<file path="src/rtl/item_spawner_if.sv">
// rtl/item_spawner_if.sv - shared tile-map port between the item spawner and the map arbiter
interface item_spawner_if #(
    parameter int ADDR_W = 9
) ();
    logic              req;
    logic              gnt;
    logic [ADDR_W-1:0] rd_addr;
    logic [7:0]        rd_data;
    logic [ADDR_W-1:0] wr_addr;
    logic [7:0]        wr_data;
    logic              wr_en;

    modport master (
        output req, rd_addr, wr_addr, wr_data, wr_en,
        input  gnt, rd_data
    );

    modport slave (
        input  req, rd_addr, wr_addr, wr_data, wr_en,
        output gnt, rd_data
    );
endinterface

</file>
<file path="src/rtl/item_spawner.sv">
// rtl/item_spawner.sv - periodically places player-owned items on free tiles of the map
module item_spawner #(
    parameter int         COLS         = 20,
    parameter int         ROWS         = 15,
    parameter int         ADDR_W       = 9,
    parameter int         SPAWN_FRAMES = 180,
    parameter int         MAX_ITEMS    = 4,
    parameter int         MAX_TRIES    = 8,
    parameter logic [7:0] EMPTY_ID     = 8'h00
) (
    input  logic           Clk,
    input  logic           Reset,
    input  logic           frame_clk,
    input  logic           enable,
    input  logic [3:0]     randhex,
    input  logic           item_taken,
    item_spawner_if.master map,
    output logic [2:0]     item_count,
    output logic           busy
);

    localparam int FRM_W = $clog2(SPAWN_FRAMES + 1);
    localparam int TRY_W = $clog2(MAX_TRIES + 1);

    typedef enum logic [2:0] {
        S_WAIT,
        S_PICK,
        S_READ,
        S_RDWAIT,
        S_CHECK,
        S_WRITE
    } state_t;

    state_t            state_q, state_d;
    logic [FRM_W-1:0]  frame_cnt_q, frame_cnt_d;
    logic [TRY_W-1:0]  try_cnt_q, try_cnt_d;
    logic [15:0]       lfsr_q, lfsr_d;
    logic [ADDR_W-1:0] addr_q, addr_d;
    logic [7:0]        id_q, id_d;
    logic [2:0]        count_q, count_d;
    logic              frm_s1_q, frm_s1_d;
    logic              frm_s2_q, frm_s2_d;

    logic              frame_edge;
    logic              write_fire;
    logic [4:0]        pick_x;
    logic [3:0]        pick_y;
    logic              pick_bad;
    logic [TRY_W-1:0]  try_inc;
    logic              tries_done;
    logic              unused_randhex;

    assign unused_randhex = ^randhex[3:1];

    assign frame_edge = frm_s1_q & ~frm_s2_q;
    assign write_fire = (state_q == S_WRITE) && map.gnt;
    assign pick_x     = lfsr_q[4:0];
    assign pick_y     = lfsr_q[12:9];
    assign pick_bad   = (32'(pick_x) >= COLS) || (32'(pick_y) >= ROWS);
    assign try_inc    = try_cnt_q + TRY_W'(1);
    assign tries_done = (try_inc == TRY_W'(MAX_TRIES));

    always_ff @(posedge Clk) begin
        if (Reset) begin
            state_q     <= S_WAIT;
            frame_cnt_q <= '0;
            try_cnt_q   <= '0;
            lfsr_q      <= 16'hACE1;
            addr_q      <= '0;
            id_q        <= '0;
            count_q     <= '0;
            frm_s1_q    <= 1'b0;
            frm_s2_q    <= 1'b0;
        end else begin
            state_q     <= state_d;
            frame_cnt_q <= frame_cnt_d;
            try_cnt_q   <= try_cnt_d;
            lfsr_q      <= lfsr_d;
            addr_q      <= addr_d;
            id_q        <= id_d;
            count_q     <= count_d;
            frm_s1_q    <= frm_s1_d;
            frm_s2_q    <= frm_s2_d;
        end
    end

    always_comb begin
        state_d     = state_q;
        frame_cnt_d = frame_cnt_q;
        try_cnt_d   = try_cnt_q;
        addr_d      = addr_q;
        id_d        = id_q;
        frm_s1_d    = frame_clk;
        frm_s2_d    = frm_s1_q;
        lfsr_d      = {lfsr_q[14:0], lfsr_q[15] ^ lfsr_q[13] ^ lfsr_q[12] ^ lfsr_q[10]};

        // A simultaneous spawn and pickup cancel out; otherwise saturate at both ends.
        count_d = count_q;
        if (write_fire && !item_taken && (count_q < 3'(MAX_ITEMS))) begin
            count_d = count_q + 3'd1;
        end else if (item_taken && !write_fire && (count_q != 3'd0)) begin
            count_d = count_q - 3'd1;
        end

        case (state_q)
            S_WAIT: begin
                if (!enable) begin
                    frame_cnt_d = '0;
                end else if (frame_edge) begin
                    if (frame_cnt_q == FRM_W'(SPAWN_FRAMES - 1)) begin
                        frame_cnt_d = '0;
                        if (count_q < 3'(MAX_ITEMS)) begin
                            state_d   = S_PICK;
                            try_cnt_d = '0;
                        end
                    end else begin
                        frame_cnt_d = frame_cnt_q + FRM_W'(1);
                    end
                end
            end
            S_PICK: begin
                if (pick_bad) begin
                    try_cnt_d = try_inc;
                    if (tries_done) begin
                        state_d = S_WAIT;
                    end
                end else begin
                    addr_d  = ADDR_W'(32'(pick_y) * COLS + 32'(pick_x));
                    id_d    = {4'h9, 3'b000, randhex[0]};
                    state_d = S_READ;
                end
            end
            S_READ: begin
                if (map.gnt) begin
                    state_d = S_RDWAIT;
                end
            end
            S_RDWAIT: begin
                state_d = S_CHECK;
            end
            S_CHECK: begin
                if (map.rd_data == EMPTY_ID) begin
                    state_d = S_WRITE;
                end else begin
                    try_cnt_d = try_inc;
                    state_d   = tries_done ? S_WAIT : S_PICK;
                end
            end
            S_WRITE: begin
                if (map.gnt) begin
                    state_d = S_WAIT;
                end
            end
            default: begin
                state_d = S_WAIT;
            end
        endcase
    end

    // Outputs are decoded from the state alone, apart from wr_en which follows gnt in WRITE.
    always_comb begin
        map.req     = 1'b0;
        map.rd_addr = '0;
        map.wr_addr = '0;
        map.wr_data = '0;
        map.wr_en   = 1'b0;
        case (state_q)
            S_READ, S_RDWAIT, S_CHECK: begin
                map.req     = 1'b1;
                map.rd_addr = addr_q;
            end
            S_WRITE: begin
                map.req     = 1'b1;
                map.wr_addr = addr_q;
                map.wr_data = id_q;
                map.wr_en   = map.gnt;
            end
            default: begin
                map.req = 1'b0;
            end
        endcase
    end

    assign busy       = (state_q != S_WAIT);
    assign item_count = count_q;

endmodule

</file>
<file path="src/flat_wrapper.sv">
// flat-port wrapper written by rule: the top's interface ports become plain ports
module item_spawner_flat 
#(
    parameter int         COLS         = 20,
    parameter int         ROWS         = 15,
    parameter int         ADDR_W       = 9,
    parameter int         SPAWN_FRAMES = 180,
    parameter int         MAX_ITEMS    = 4,
    parameter int         MAX_TRIES    = 8,
    parameter logic [7:0] EMPTY_ID     = 8'h00
)
  (Clk, Reset, frame_clk, enable, randhex, item_taken, item_count, busy, map_req, map_rd_addr, map_wr_addr, map_wr_data, map_wr_en, map_gnt, map_rd_data);
  item_spawner_if #(.ADDR_W(ADDR_W)) map_i ();
  input  logic Clk;
  input  logic Reset;
  input  logic frame_clk;
  input  logic enable;
  input  logic [3:0] randhex;
  input  logic item_taken;
  output logic [2:0] item_count;
  output logic busy;
  output wire logic [$bits(map_i.req)-1:0] map_req;
  output wire logic [$bits(map_i.rd_addr)-1:0] map_rd_addr;
  output wire logic [$bits(map_i.wr_addr)-1:0] map_wr_addr;
  output wire logic [$bits(map_i.wr_data)-1:0] map_wr_data;
  output wire logic [$bits(map_i.wr_en)-1:0] map_wr_en;
  input wire logic [$bits(map_i.gnt)-1:0] map_gnt;
  input wire logic [$bits(map_i.rd_data)-1:0] map_rd_data;
  assign map_req = map_i.req;
  assign map_rd_addr = map_i.rd_addr;
  assign map_wr_addr = map_i.wr_addr;
  assign map_wr_data = map_i.wr_data;
  assign map_wr_en = map_i.wr_en;
  assign map_i.gnt = map_gnt;
  assign map_i.rd_data = map_rd_data;
  item_spawner #(.COLS(COLS), .ROWS(ROWS), .ADDR_W(ADDR_W), .SPAWN_FRAMES(SPAWN_FRAMES), .MAX_ITEMS(MAX_ITEMS), .MAX_TRIES(MAX_TRIES), .EMPTY_ID(EMPTY_ID)) u_core (.Clk(Clk), .Reset(Reset), .frame_clk(frame_clk), .enable(enable), .randhex(randhex), .item_taken(item_taken), .map(map_i), .item_count(item_count), .busy(busy));
endmodule
</file>
<file path="config.mk">
export PLATFORM = sky130hd
export DESIGN_NAME = item_spawner_flat
export DESIGN_NICKNAME = d
export VERILOG_FILES = /design/src/rtl/item_spawner_if.sv /design/src/rtl/item_spawner.sv /design/src/flat_wrapper.sv
export SDC_FILE = /design/constraint.sdc
export NUM_CORES = 1
export LEC_CHECK = 0
export CAP_MARGIN = 20
export CORE_ASPECT_RATIO = 1.1
export CORE_MARGIN = 2
export CORE_UTILIZATION = 51
export DETAILED_ROUTE_END_ITERATION = 7
export GPL_TIMING_DRIVEN = 0
export PLACE_DENSITY = 0.84
export SLEW_MARGIN = 40
export SYNTH_ARGS = -nofsm -noshare
export SYNTH_HDL_FRONTEND = slang
export SYNTH_SLANG_ARGS = --single-unit
</file>
<file path="constraint.sdc">
create_clock -name Clk -period 3 [get_ports Clk]
set_clock_uncertainty 0.2 [all_clocks]
set_input_delay 0.6 -clock Clk [delete_from_list [all_inputs] [get_ports Clk]]
set_output_delay 0.6 -clock Clk [all_outputs]
set_load 0.05 [all_outputs]
</file>
==> qor.tcl, run 1 <==
set qor(status) {finished clean}
set qor(post-route-drc-count) 0
set qor(cts_hold_repair.buffers) 0
set qor(sequential_area_share_after_synthesis_pct) 38.0
set qor(clk_root_buffer_cell) {sky130_fd_sc_hd__clkbuf_8}
set qor(worst-endpoint-arrival_ps) 2080
set qor(summed_area_of_non_filler_cells_in_the_final_layout_um2) 3070
set qor(num_vias) 2190
set qor(nNetsFinal) 364
set qor(startpoint) {u_core.state_q[1]}
set qor(vias_per_cell) 5.60
set qor(cts.reportedPaths.clkPinSlew_ps) 90
set qor(fraction_of_layout_cells_with_a_size_suffix_above_1_pct) 11.9
set qor(postLayoutSetupSlackWorst_ps) 122
set qor(fp.dieArea_um2) 5430
set qor(peak_fanout_along_the_critical_path) 10
set qor(worst_ir_drop_on_vdd_mv) 0.300
set qor(n_antenna_cell) 0
set qor(drtIter0Drc) 166
set qor(worstSetupEndpointType) {primary output}
set qor(clock-sinks) 47
set qor(startpoint_type) {flip-flop}
set qor(groute.usage.overall_pct) 20.4
set qor(average_detailed_routed_wire_length_per_instance_um) 14.2
set qor(post_dp_cell_area_um2) 2960
set qor(synth_warnings) 0
set qor(place_congestion) 0.804
set qor(antenna_found_initial) 0
set qor(rsz0062_at_grt) {no}
set qor(grt_pass1_vias) 1974
set qor(cts_htree_levels) 2
set qor(placement.setup.worst_slack_ps) -108
set qor(worst_r2r_startpoint) {u_core.lfsr_q[10]}
set qor(power.static_leakage_nw) 1.27
set qor(num_io_pins) 50
set qor(finalHoldViolCount) 0
set qor(crit_type) {flip-flop to primary output}
set qor(coreArea_um2) 4650
set qor(maxClockFrequency_mhz) 348
set qor(cells_taking_the_most_area_after_synthesis) {sky130_fd_sc_hd__dfxtp_1, sky130_fd_sc_hd__nor2b_1, sky130_fd_sc_hd__ha_1, sky130_fd_sc_hd__nand2_1, sky130_fd_sc_hd__a21oi_1}
set qor(max-slew-margin-rel_pct) 60.3
set qor(rr_worst_depth) 7
set qor(drtPass1Iterations) 4
set qor(final_common_cell) {sky130_fd_sc_hd__dfxtp_1}
set qor(netlist.area_leader.share_pct) 38.0
set qor(number_of_enable_flip_flop_cells_after_synthesis) 0
set qor(yosys_register_bits) 47
set qor(layout_min_cycle_time_ps) 2880
set qor(endpoints_failing_setup) 0
set qor(fin_cells) 391
set qor(yosysUniqueCellTypes) 54
set qor(synth_cells) 283
set qor(ys_async_sr_fraction_pct) 0
set qor(hold_path.class) {flip-flop to flip-flop}
set qor(crit-reg2reg-capture) {u_core.addr_q[7]}
set qor(cts_made_buffers) 5
set qor(placed_cells_incl_taps) 383
set qor(die-height_um) 77.1
set qor(place_hpwl_um) 4020
set qor(slew_violations) 0
set qor(pin_count_of_the_biggest_net_entering_global_routing) 16
set qor(synth-main-ff-cell) {sky130_fd_sc_hd__dfxtp_1}
set qor(syn_to_final_growth_pct) 23.9
set qor(number_of_i_o_port_buffers) 40
set qor(grt_overflow) 0
set qor(timing.final.crit_share_pct) 95.9
set qor(r2r_setup_slack_ps) 540
set qor(timing.critical_path.required_ps) 2200
set qor(tritoncts) {built}
set qor(initial_core_util_pct) 53.3
set qor(power_density_nw_per_um2) 483
set qor(avgSynthCellArea_um2) 8.76
set qor(ctsLongestPathBuffers) 2
set qor(timing.critical_path.to) {map_wr_addr[8]}
set qor(grt_pass1_wl_um) 8910
set qor(clock_latency_ps) 300
set qor(cap_viol_max_count) 0
set qor(die_w_um) 70.5
set qor(cell_taking_the_most_area_after_synthesis) {sky130_fd_sc_hd__dfxtp_1}
set qor(detail_route.wirelength_um) 5560
set qor(ant_nets) 0
set qor(placement_rows) 26
set qor(max_slew.worst_pin.slew_ps) 590
set qor(mappedNetlistArea_um2) 2480
set qor(most-common-layout-cells) {sky130_fd_sc_hd__dfxtp_1, sky130_fd_sc_hd__nand2_1, sky130_fd_sc_hd__nor2b_1}
-- flip-flops by register name (all words and copies together), names as in the netlist --
register / count
u_core.addr_q: 9
u_core.try_cnt_q: 4
u_core.id_q: 2
u_core.lfsr_q: 16
u_core.state_q: 3
u_core.frm_s2_q: 1
u_core.frame_cnt_q: 8
u_core.frm_s1_q: 1
u_core.item_count: 3
-- report_power, final --
| part | switching [mW] | total [mW] | internal [mW] |
|---|---|---|---|
| clock network | 0.215 | 0.548 | 0.332 |
| logic | 0.148 | 0.256 | 0.107 |
| registers | 0.0275 | 0.681 | 0.654 |
-- synthesized netlist by cell type (5+ instances only) --
library cell / number
sky130_fd_sc_hd__ha_1: 9
sky130_fd_sc_hd__or2_2: 7
sky130_fd_sc_hd__or4_1: 6
sky130_fd_sc_hd__xnor2_1: 6
sky130_fd_sc_hd__buf_4: 6
sky130_fd_sc_hd__dfxtp_1: 47
sky130_fd_sc_hd__nand2_1: 28
sky130_fd_sc_hd__nand3_1: 9
sky130_fd_sc_hd__xor2_1: 5
sky130_fd_sc_hd__nor2b_1: 21
sky130_fd_sc_hd__a21oi_1: 17
sky130_fd_sc_hd__nor2_1: 13
sky130_fd_sc_hd__o21ai_0: 8
sky130_fd_sc_hd__clkbuf_1: 11
sky130_fd_sc_hd__inv_1: 9
sky130_fd_sc_hd__a211oi_1: 5
sky130_fd_sc_hd__and3_1: 13
-- kinds of logic (layout without fill, tap and decap cells) --
kind of cell	Yosys count	count (layout)	synth area share [%]
simple gates	120	120	27.3
compound gates	59	59	16.3
flops	47	47	38.0
buf+inv	29	77	5.91
fa+ha+maj	12	12	6.97
xor+xnor	11	11	3.89
mux	4	4	1.62
other cells	1	5	0.151
-- worst max-delay path: stages, from the launching register on --
cell                              delay [ps]
sky130_fd_sc_hd__dfxtp_1                 330
sky130_fd_sc_hd__clkbuf_2                190
sky130_fd_sc_hd__nor2b_1                 270
sky130_fd_sc_hd__and3_1                  190
sky130_fd_sc_hd__clkdlybuf4s50_1         800
-- layout make-up --
class,instances,area [um2]
Fill cell,408,1580
Multi-Input combinational cell,211,1410
Sequential cell,47,941
Timing Repair Buffer,40,360
Buffer,20,115
Tap cell,56,70.1
Clock buffer,5,68.8
Clock inverter,3,67.6
Inverter,9,33.8
-- metal layers --
layer	global-route usage (%)	vias up	wire length [um]
met5	0	-	0
met4	8.85	0	108
met3	3.55	11	253
met2	35.4	59	2750
met1	24.4	1029	2440
li1	-	1091	-
-- worst min path at each step --
stage / from / endpoint / slack, ps / cells after the start
after global routing: u_core.lfsr_q[6] / u_core.lfsr_q[7] / 240 / 1
after global placement: u_core.lfsr_q[14] / u_core.lfsr_q[15] / 190 / 1
after CTS: u_core.lfsr_q[14] / u_core.lfsr_q[15] / 220 / 1
after floorplan: u_core.lfsr_q[14] / u_core.lfsr_q[15] / 190 / 1
after detailed placement: u_core.lfsr_q[14] / u_core.lfsr_q[15] / 200 / 1
final: u_core.lfsr_q[14] / u_core.lfsr_q[15] / 220 / 1
-- stage by stage --
step	hold slack, ps	setup TNS, ps	utilization, %	power [mW]
after CTS	219	0	66.6	1.50
after global routing	240	0	66.0	1.55
after detailed placement	198	-489	63.7	0.947
after floorplan	189	0	-	0.871
final	218	0	66.0	1.48
after global placement	192	-63.6	63.7	0.939
-- what timing repair did --
action,4_1_cts,5_1_grt
gates resized for setup,34,13
endpoints found under the hold margin,0,0
endpoints found under the setup margin,20,21
setup buffers,0,0
gates cloned,0,0
Power figures use the tool's default switching activity.
==> inputs of run 2 (changes only) <==
--- a/config.mk
+++ b/config.mk
@@ -9,6 +9,7 @@
 export CORE_ASPECT_RATIO = 1.1
 export CORE_MARGIN = 2
 export CORE_UTILIZATION = 51
+export CTS_CLUSTER_SIZE = 8
 export DETAILED_ROUTE_END_ITERATION = 7
 export GPL_TIMING_DRIVEN = 0
 export PLACE_DENSITY = 0.84
==> results of run 2 <==
No change in the layout: final DEF, timing and power equal those of run 1.
==> inputs of run 3 (changes only) <==
--- a/config.mk
+++ b/config.mk
@@ -12,7 +12,9 @@
 export CTS_CLUSTER_SIZE = 8
 export DETAILED_ROUTE_END_ITERATION = 7
 export GPL_TIMING_DRIVEN = 0
+export HOLD_SLACK_MARGIN = 0.02
 export PLACE_DENSITY = 0.84
+export REMOVE_ABC_BUFFERS = 1
 export SLEW_MARGIN = 40
 export SYNTH_ARGS = -nofsm -noshare
 export SYNTH_HDL_FRONTEND = slang
==> run 3 against run 2 <==
Largest cell class unchanged. Core utilization fell by 1.2 points. Design area fell by 1.8%. Non-clock buffer count fell by 19. Critical endpoint is now map_rd_addr[4].
==> qor.tcl, run 3 (synthesis results as in run 1) <==
set qor(startpoint_type) {flip-flop}
set qor(n_antenna_cell) 0 ;# unchanged
set qor(power_density_nw_per_um2) 492 ;# +1.7%
set qor(critical_path.cell_chain) {nor3b_1, nor2_2, nor2b_1, dlygate4sd2_1}
set qor(slew_violations) 0 ;# unchanged
set qor(place_congestion) 0.835 ;# +3.8%
set qor(worstSetupEndpointType) {primary output}
set qor(detail_route.wirelength_um) 5370 ;# -3.4%
set qor(post_dp_cell_area_um2) 2860 ;# -3.6%
set qor(die_w_um) 70.5 ;# unchanged
set qor(post-route-drc-count) 0 ;# unchanged
set qor(syn_to_final_growth_pct) 21.6
set qor(timing.critical_path.required_ps) 2200 ;# about the same
set qor(clk_root_buffer_cell) {sky130_fd_sc_hd__clkbuf_8}
set qor(tritoncts) {built}
set qor(num_vias) 2113 ;# -3.5%
set qor(most-common-layout-cells) {sky130_fd_sc_hd__dfxtp_1, sky130_fd_sc_hd__nand2_1, sky130_fd_sc_hd__nor2b_1}
set qor(timing.final.crit_share_pct) 95.3 ;# -0.59 points
set qor(layout_min_cycle_time_ps) 2860 ;# -17.7 ps
set qor(ant_nets) 0 ;# unchanged
set qor(p_total_mw) 1.48 ;# -0.14%
set qor(antenna_found_initial) 0 ;# unchanged
set qor(max-slew-margin-rel_pct) 54.0 ;# -6.3 points
set qor(num_io_pins) 50 ;# unchanged
set qor(grt_overflow) 0 ;# unchanged
set qor(endpoints_failing_setup) 0 ;# unchanged
set qor(placement_rows) 26 ;# unchanged
set qor(drtPass1Iterations) 4 ;# unchanged
set qor(nNetsFinal) 345 ;# -5.2%
set qor(finalHoldViolCount) 0 ;# unchanged
set qor(number_of_i_o_port_buffers) 41 ;# +2.5%
set qor(average_detailed_routed_wire_length_per_instance_um) 14.4 ;# +1.6%
set qor(power.static_leakage_nw) 1.34 ;# +5.4%
set qor(clock-sinks) 47 ;# unchanged
set qor(worst-endpoint-arrival_ps) 2060 ;# -20 ps
set qor(post_cts_buffers) 0 ;# unchanged
set qor(largest-register) {u_core.lfsr_q}
set qor(maxClockFrequency_mhz) 350 ;# +0.62%
set qor(coreArea_um2) 4650 ;# unchanged
set qor(timing.critical_path.buf_inv) 1 ;# -1
set qor(place_hpwl_um) 3740 ;# -7.0%
set qor(cap_viol_max_count) 0 ;# unchanged
set qor(cts_htree_levels) 2 ;# unchanged
set qor(crit_type) {flip-flop to primary output}
set qor(fin_cells) 372 ;# -4.9%
set qor(largest_reg_flops) 16 ;# unchanged
set qor(max_slew.worst_pin.slew_ps) 691 ;# +101 ps
set qor(cpLargestDelayFamily) {simple AND/OR/NAND/NOR gates}
set qor(cts_made_buffers) 5 ;# unchanged
set qor(rsz0062_at_grt) {no}
set qor(finish.utilization_pct) 64.8 ;# -1.2 points
set qor(initial_core_util_pct) 53.3 ;# unchanged
set qor(die-height_um) 77.1 ;# unchanged
set qor(pin_count_of_the_biggest_net_entering_global_routing) 42 ;# +26
set qor(grt_pass1_wl_um) 9330 ;# +4.7%
set qor(final_common_cell) {sky130_fd_sc_hd__dfxtp_1}
set qor(critical-path-max-stage-delay_ps) 530 ;# -270 ps
set qor(critPathSlowestCell) {sky130_fd_sc_hd__dlygate4sd2_1}
set qor(fraction_of_layout_cells_with_a_size_suffix_above_1_pct) 7.59 ;# -4.3 points
set qor(hold_path.class) {flip-flop to flip-flop}
set qor(final.fill_count) 394 ;# -3.4%
set qor(ctsLongestPathBuffers) 2 ;# unchanged
set qor(drtIter0Drc) 112 ;# -33%
set qor(grt_pass1_vias) 2058 ;# +4.3%
set qor(biggestRegsByFlops) {u_core.lfsr_q x16, u_core.addr_q x9, u_core.frame_cnt_q x8}
set qor(fp.dieArea_um2) 5430 ;# unchanged
set qor(cts_hold_repair.buffers) 0 ;# unchanged
set qor(worst_ir_drop_on_vdd_mv) 0.329 ;# +9.6%
set qor(placed_cells_incl_taps) 364 ;# -5.0%
set qor(summed_area_of_non_filler_cells_in_the_final_layout_um2) 3010 ;# -1.8%
set qor(status) {finished clean}
set qor(groute.usage.overall_pct) 21.2 ;# +0.83 points
set qor(vias_per_cell) 5.68 ;# +1.4%
set qor(clock_latency_ps) 300 ;# about the same
set qor(peak_fanout_along_the_critical_path) 10 ;# unchanged
set qor(cts.reportedPaths.clkPinSlew_ps) 90 ;# about the same
[run 3: worst register-to-register path, delay by kind of cell, from the launching register on]
kind / cells / cell delay (ps)
adder cells (fa/ha/maj): 3 / 1090
flip-flops: 1 / 520
AND/OR/NAND/NOR: 2 / 430
AO/OA/AOI/OAI: 2 / 190
[run 3: metal layers]
metal / share of wire [%] / wire [um] / GRT usage [%]
met5: 0 / 0 / 0
met4: 2.0 / 110 / 9.04
met3: 4.0 / 215 / 4.60
met2: 50 / 2690 / 35.7
met1: 44 / 2350 / 26.0
[run 3: worst paths after layout]
path,startpoint,to,slack (ps),cells after the start
worst min-delay path,u_core.lfsr_q[14],u_core.lfsr_q[15],220,1
worst max-delay path,u_core.state_q[2],map_rd_addr[4],140,4
worst min register to register,u_core.lfsr_q[14],u_core.lfsr_q[15],220,1
worst max register to register,u_core.lfsr_q[12],u_core.addr_q[7],430,7
[run 3: stage by stage]
stage / hold WS, ps / worst slack [ps] / TNS, ps
final: 215 / 140 / 0
after global routing: 232 / 2.39 / 0
after global placement: 194 / -410 / -5180
after floorplan: 189 / 485 / 0
after CTS: 219 / 7.45 / 0
after detailed placement: 197 / -178 / -2180
[run 3: power by group]
part	leakage (nW)	internal [mW]	switching [mW]
logic	0.893	0.102	0.144
registers	0.385	0.654	0.0300
clock network	0.0644	0.332	0.220
[run 3: layout make-up]
class,instances,area [um2],area share [%]
Clock buffer,5,68.8,2.28
Clock inverter,3,67.6,2.24
Inverter,9,33.8,1.12
Multi-Input combinational cell,211,1420,47.0
Sequential cell,47,942,31.3
Tap cell,56,70.1,2.32
Timing Repair Buffer,41,415,13.8
[run 3: repair_timing]
item	in CTS	in global routing
setup endpoints to repair	23	15
gates cloned	0	0
resized for setup	17	16
